--- config.mk ---
export PLATFORM = sky130hd
export DESIGN_NAME = dtc_wabs_mc
export DESIGN_NICKNAME = d
export VERILOG_FILES = /design/src/rtl/dtc_wabs_mc.sv
export SDC_FILE = /design/constraint.sdc
export NUM_CORES = 1
export LEC_CHECK = 0
export CORE_MARGIN = 1.5
export CORE_UTILIZATION = 50
export DETAILED_ROUTE_END_ITERATION = 10
export MAX_ROUTING_LAYER = met4
export PLACE_DENSITY_LB_ADDON = 0.1
export SYNTH_ARGS = -nofsm -noshare
export SYNTH_HDL_FRONTEND = slang
export SYNTH_SLANG_ARGS = --single-unit
--- constraint.sdc ---
create_clock -name clk -period 2.8 [get_ports clk]
set_clock_uncertainty 0.15 [all_clocks]
set_input_delay 0.42 -clock clk [delete_from_list [all_inputs] [get_ports clk]]
set_output_delay 0.42 -clock clk [all_outputs]
set_load 0.005 [all_outputs]
--- src/rtl/dtc_wabs_mc.sv ---
// dtc_wabs_mc: multi-channel digital-to-time converter.
// Each channel takes a WIDTH-bit code on a trigger and turns its magnitude
// into either a pulse of |code| cycles (mode 0) or a single-cycle edge
// delayed by |code| cycles (mode 1). Channels share only clock and reset.
//
// Per-channel FSM:
//   state  | meaning
//   -------+-------------------------------------------------------------
//   IDLE   | waiting for trig; only state in which a trigger is accepted
//   RUN    | down-counter active, terminal count at cnt == 1
//   DONE   | one-cycle completion; done strobe, delay-mode output edge
module dtc_wabs_mc #(
  parameter int WIDTH  = 8,
  parameter int NCH    = 4,
  parameter int SIGNED = 1
) (
  input  logic               clk,
  input  logic               rst,
  input  logic [NCH*WIDTH-1:0] din,
  input  logic [NCH-1:0]     trig,
  input  logic [NCH-1:0]     mode,
  input  logic [NCH-1:0]     clr_ovr,
  output logic [NCH-1:0]     dtc_out,
  output logic [NCH-1:0]     din_sign,
  output logic [NCH-1:0]     busy,
  output logic [NCH-1:0]     done,
  output logic [NCH-1:0]     overrun
);

  typedef enum logic [1:0] {
    S_IDLE = 2'd0,
    S_RUN  = 2'd1,
    S_DONE = 2'd2
  } state_t;

  localparam logic [WIDTH-1:0] ONE = {{(WIDTH-1){1'b0}}, 1'b1};

  for (genvar g = 0; g < NCH; g++) begin : g_ch
    logic [WIDTH-1:0] code;
    logic [WIDTH-1:0] mag;
    logic             sign_in;
    logic [WIDTH-1:0] cnt_q, cnt_d;
    state_t           state_q, state_d;
    logic             accept;
    logic             mode_q;
    logic             sign_q;
    logic             ovr_q;
    logic             dtc_c, busy_c, done_c;

    assign code = din[g*WIDTH +: WIDTH];

    // Magnitude of the incoming code; the most negative code maps to
    // 2^(WIDTH-1), which still fits the unsigned counter.
    always_comb begin
      mag     = code;
      sign_in = 1'b0;
      if ((SIGNED != 0) && code[WIDTH-1]) begin
        mag     = ~code + ONE;
        sign_in = 1'b1;
      end
    end

    // State, counter and acceptance-time latches.
    always_ff @(posedge clk or negedge rst) begin
      if (!rst) begin
        state_q <= S_IDLE;
        cnt_q   <= '0;
        mode_q  <= 1'b0;
        sign_q  <= 1'b0;
      end else begin
        state_q <= state_d;
        cnt_q   <= cnt_d;
        if (accept) begin
          mode_q <= mode[g];
          sign_q <= sign_in;
        end
      end
    end

    // Next-state and counter update.
    always_comb begin
      state_d = state_q;
      cnt_d   = cnt_q;
      accept  = 1'b0;
      case (state_q)
        S_IDLE: begin
          if (trig[g]) begin
            accept  = 1'b1;
            cnt_d   = mag;
            state_d = (mag == '0) ? S_DONE : S_RUN;
          end
        end
        S_RUN: begin
          cnt_d = cnt_q - ONE;
          if (cnt_q == ONE) state_d = S_DONE;
        end
        S_DONE:  state_d = S_IDLE;
        default: state_d = S_IDLE;
      endcase
    end

    // Sticky overrun: a trigger while busy sets it, and wins over a clear.
    always_ff @(posedge clk or negedge rst) begin
      if (!rst) begin
        ovr_q <= 1'b0;
      end else if (trig[g] && (state_q != S_IDLE)) begin
        ovr_q <= 1'b1;
      end else if (clr_ovr[g]) begin
        ovr_q <= 1'b0;
      end
    end

    // Outputs decoded from registered state only.
    always_comb begin
      dtc_c  = 1'b0;
      busy_c = 1'b0;
      done_c = 1'b0;
      case (state_q)
        S_RUN: begin
          busy_c = 1'b1;
          dtc_c  = ~mode_q;
        end
        S_DONE: begin
          busy_c = 1'b1;
          done_c = 1'b1;
          dtc_c  = mode_q;
        end
        default: ;
      endcase
    end

    assign dtc_out[g]  = dtc_c;
    assign busy[g]     = busy_c;
    assign done[g]     = done_c;
    assign din_sign[g] = sign_q;
    assign overrun[g]  = ovr_q;
  end

endmodule

==> flow_metrics.env <==
export IMPL_root_buffer="clkbuf_8"
export IMPL_whs_ns=0.3622
export IMPL_layout_drive_gt1_share=0.09091
export IMPL_p_leak_nw=2.037
export IMPL_io_pins=66
export IMPL_postSynthRegisterBits=52
export IMPL_insertion_delay_ns=0.31
export IMPL_tritoncts="yes"
export IMPL_timing_final_setup_violations=0
export IMPL_cts_max_path_buffers=2
export IMPL_peakVddDrop_uv=515.3
export IMPL_ys_async_sr_fraction=1.000
export IMPL_yosysSeqAreaShare=0.3055
export IMPL_fp_dieArea_sq_um=9081
export IMPL_use_met1=0.2977
export IMPL_slew_headroom=0.2167
export IMPL_min_path_type="reg -> reg"
export IMPL_grt_use_met3=0.03190
export IMPL_synth_edf_count=0
export IMPL_synth_most_common_cell="o21ai_0"
export IMPL_htreeDepth=2
export IMPL_postRouteWirelength_mm=9.743
export IMPL_r2r_slack_ns=0.30
export IMPL_core_area_sq_um=8217
export IMPL_synth_avg_cell_area_sq_um=8.144
export IMPL_synthCells=523
export IMPL_grt_total_usage=0.2320
export IMPL_max_stage_delay_ns=0.52
export IMPL_path_max_fanout=5
export IMPL_dp_hpwl_mm=7.356
export IMPL_r2r_start="g_ch[2].state_q[1]$_DFFE_PN0P_"
export IMPL_syn_nets=593
export IMPL_numPortBuffers=65
export IMPL_drc=0
export IMPL_hold_path_end="g_ch[1].ovr_q$_DFFE_PN0P_"
export IMPL_critPathSlowestCell="or4_1"
export IMPL_first_pass_iters=5
export IMPL_dr_first_iter_drc_count=125
export IMPL_timing_final_crit_share=0.8967
export IMPL_fill_cells=760
export IMPL_multi_input_area_sq_um=2545
export IMPL_critPathKind="in -> reg"
export IMPL_r2r_end="g_ch[2].cnt_q[4]$_DFFE_PN0P_"
export IMPL_max_cap_violations=0
export IMPL_n_antenna_cell=0
export IMPL_layout_min_cycle_time_ns=2.511
export IMPL_status="complete, no violations"
export IMPL_avgViaCountPerCell=5.758
export IMPL_grt_use_met2=0.3836
export IMPL_rsz0062_at_grt="false"
export IMPL_finalPower_mw=4.263
export IMPL_arrival_ns=2.61
export IMPL_critical_path_top_delay_family="simple AND/OR/NAND/NOR gates"
export IMPL_numCtsBuffers=5
export IMPL_tightest_slew_ns=1.163
export IMPL_hold_path_depth=1
export IMPL_netlist_area_leader_share=0.3055
export IMPL_cp_end_kind="register"
export IMPL_synthFlopType="dfrtp_1"
export IMPL_final_antenna_net_count=0
export IMPL_timing_critical_path_cells="clkdlybuf4s50_1 > buf_4 > inv_1 > ha_1 > nor3b_1 > o211ai_1 > or4_1 > a21oi_2 > a41o_1"
export IMPL_finalHoldViolCount=0
export IMPL_initial_core_util=0.5183
export IMPL_critPathLaunchType="input port"
export IMPL_clock_fmax_mhz=398.3
export IMPL_report_final_slew_viol_count=0
export IMPL_cts_resized=0
export IMPL_crit_buf_inv=3
export IMPL_grt_max_degree=35
export IMPL_hold_buffers=1
export IMPL_rows=33
export IMPL_yosys_top_cells_area="dfrtp_1 (31%), ha_1 (7.1%), o21ai_0 (6.3%), a21oi_1 (3.6%), inv_1 (3.6%)"
export IMPL_hold_start="g_ch[1].ovr_q$_DFFE_PN0P_"
export IMPL_cp_required_ns=2.90
export IMPL_utilization=0.6118
export IMPL_die_height_um=95.30
export IMPL_top_usage_layer="met2"
export IMPL_dr_total_vias=3898
export IMPL_yosys_warnings=0
export IMPL_nets=641
export IMPL_synth_common_cells="o21ai_0 (54), dfrtp_1 (52), inv_1 (41), nand2_1 (39), a21oi_1 (31)"
export IMPL_p_per_area_nw_per_um2=848.0
export IMPL_die_width_um=95.30
export IMPL_grt_pass1_vias=3652
export IMPL_reg2reg_depth=6
export IMPL_gp_congestion=0.8993
export IMPL_overflow=0
export IMPL_area_growth_pct=18.04
export IMPL_synth_cell_types=62
export IMPL_grt_pass1_wl_mm=16.52
export IMPL_cts_sinks=52
export IMPL_post_cts_setup_buffer_count=0
export IMPL_synth_top_area_cell="dfrtp_1"
export IMPL_routedWlPerCell_um=14.39
export IMPL_seq_area_sq_um=1301
export IMPL_antenna_found_initial=0
export IMPL_path_clk_slew_ns=0.10
export IMPL_synth_area_sq_um=4259
## layout make-up
cell class,count,share of cell area
tap,105,0.02613
inverter,41,0.03061
multi-input combinational,385,0.5062
clock inverter,3,0.004231
sequential,52,0.2588
clock buffer,5,0.01369
timing repair buffer,86,0.1603
## logic make-up (layout without fill, tap and decap cells)
kind of cell | Yosys count | count (layout) | synth area share
buf+inv | 86 | 135 | 0.09694
simple gates | 162 | 162 | 0.1995
flops | 52 | 52 | 0.3055
mux | 17 | 17 | 0.04319
fa+ha+maj | 24 | 24 | 0.07051
xor+xnor | 21 | 21 | 0.04319
compound gates | 161 | 161 | 0.2412
## power by group
| part | switching (mW) | internal (mW) |
|---|---|---|
| combinational | 1.20 | 1.11 |
| sequential | 0.387 | 1.11 |
| clock | 0.267 | 0.178 |
## placed cells by master, fill, tap and decap left out, types with 6 or more instances in the layout
cell type and n:
a22o_1 6, xnor2_1 15, o31ai_1 10, nor4_1 8
o21ai_0 54, dfrtp_1 52, buf_4 20, nand2_1 39
o22ai_1 13, a21oi_1 31, nor3_1 14, nand2b_1 10
nor2_1 28, clkdlybuf4s50_1 64, nand3_1 23, mux2_2 11
inv_1 41, ha_1 24, or4_1 7, xor2_1 6
mux2i_1 6
## sequential cells by signal, indices dropped and copies added (netlist names)
signal,cells
g_ch.cnt_q,32
g_ch.mode_q,4
g_ch.ovr_q,4
g_ch.sign_q,4
g_ch.state_q,8
## per-layer routing
metal  wire length [um]  vias to the layer above
li1                   -                     1972
met1               4561                     1831
met2               4755                       87
met3                325                        8
met4                101                        0
met5                  0                        -
## worst max-delay path by stage
stage               startpoint                             end  slack, ns  cells after the start
floorplan              din[26]  g_ch[3].state_q[1]$_DFFE_PN0P_       0.54                      6
global placement       din[24]  g_ch[3].state_q[1]$_DFFE_PN0P_       0.09                      6
detailed placement     din[25]  g_ch[3].state_q[0]$_DFFE_PN0P_      -0.02                      9
CTS                    din[25]  g_ch[3].state_q[1]$_DFFE_PN0P_       0.29                      9
global route           din[25]  g_ch[3].state_q[1]$_DFFE_PN0P_        0.1                      9
finish                 din[25]  g_ch[3].state_q[1]$_DFFE_PN0P_       0.29                      9
## through the flow
| stage | TNS, ns | cell area [sq um] | cells | setup slack (ns) |
|---|---|---|---|---|
| 6_report | 0 | 5027 | 677 | 0.2893 |
| 5_1_grt | 0 | 5027 | 677 | 0.09522 |
| 4_1_cts | 0 | 5027 | 677 | 0.2948 |
| 3_5_place_dp | -0.03482 | 4927 | 668 | -0.01787 |
| 3_3_place_gp | 0 | 4927 | 668 | 0.08842 |
| 2_1_floorplan | 0 | 4259 | 523 | 0.5380 |
## worst reg2reg max path: stages, from the launching register on
cell and delay, ns:
dfrtp_1 0.40, inv_1 0.11, ha_1 0.17, inv_1 0.12, o21ai_0 0.94, o21ai_0 0.22, a22o_1 0.29
No activity file was read; power rests on OpenSTA's default activity.
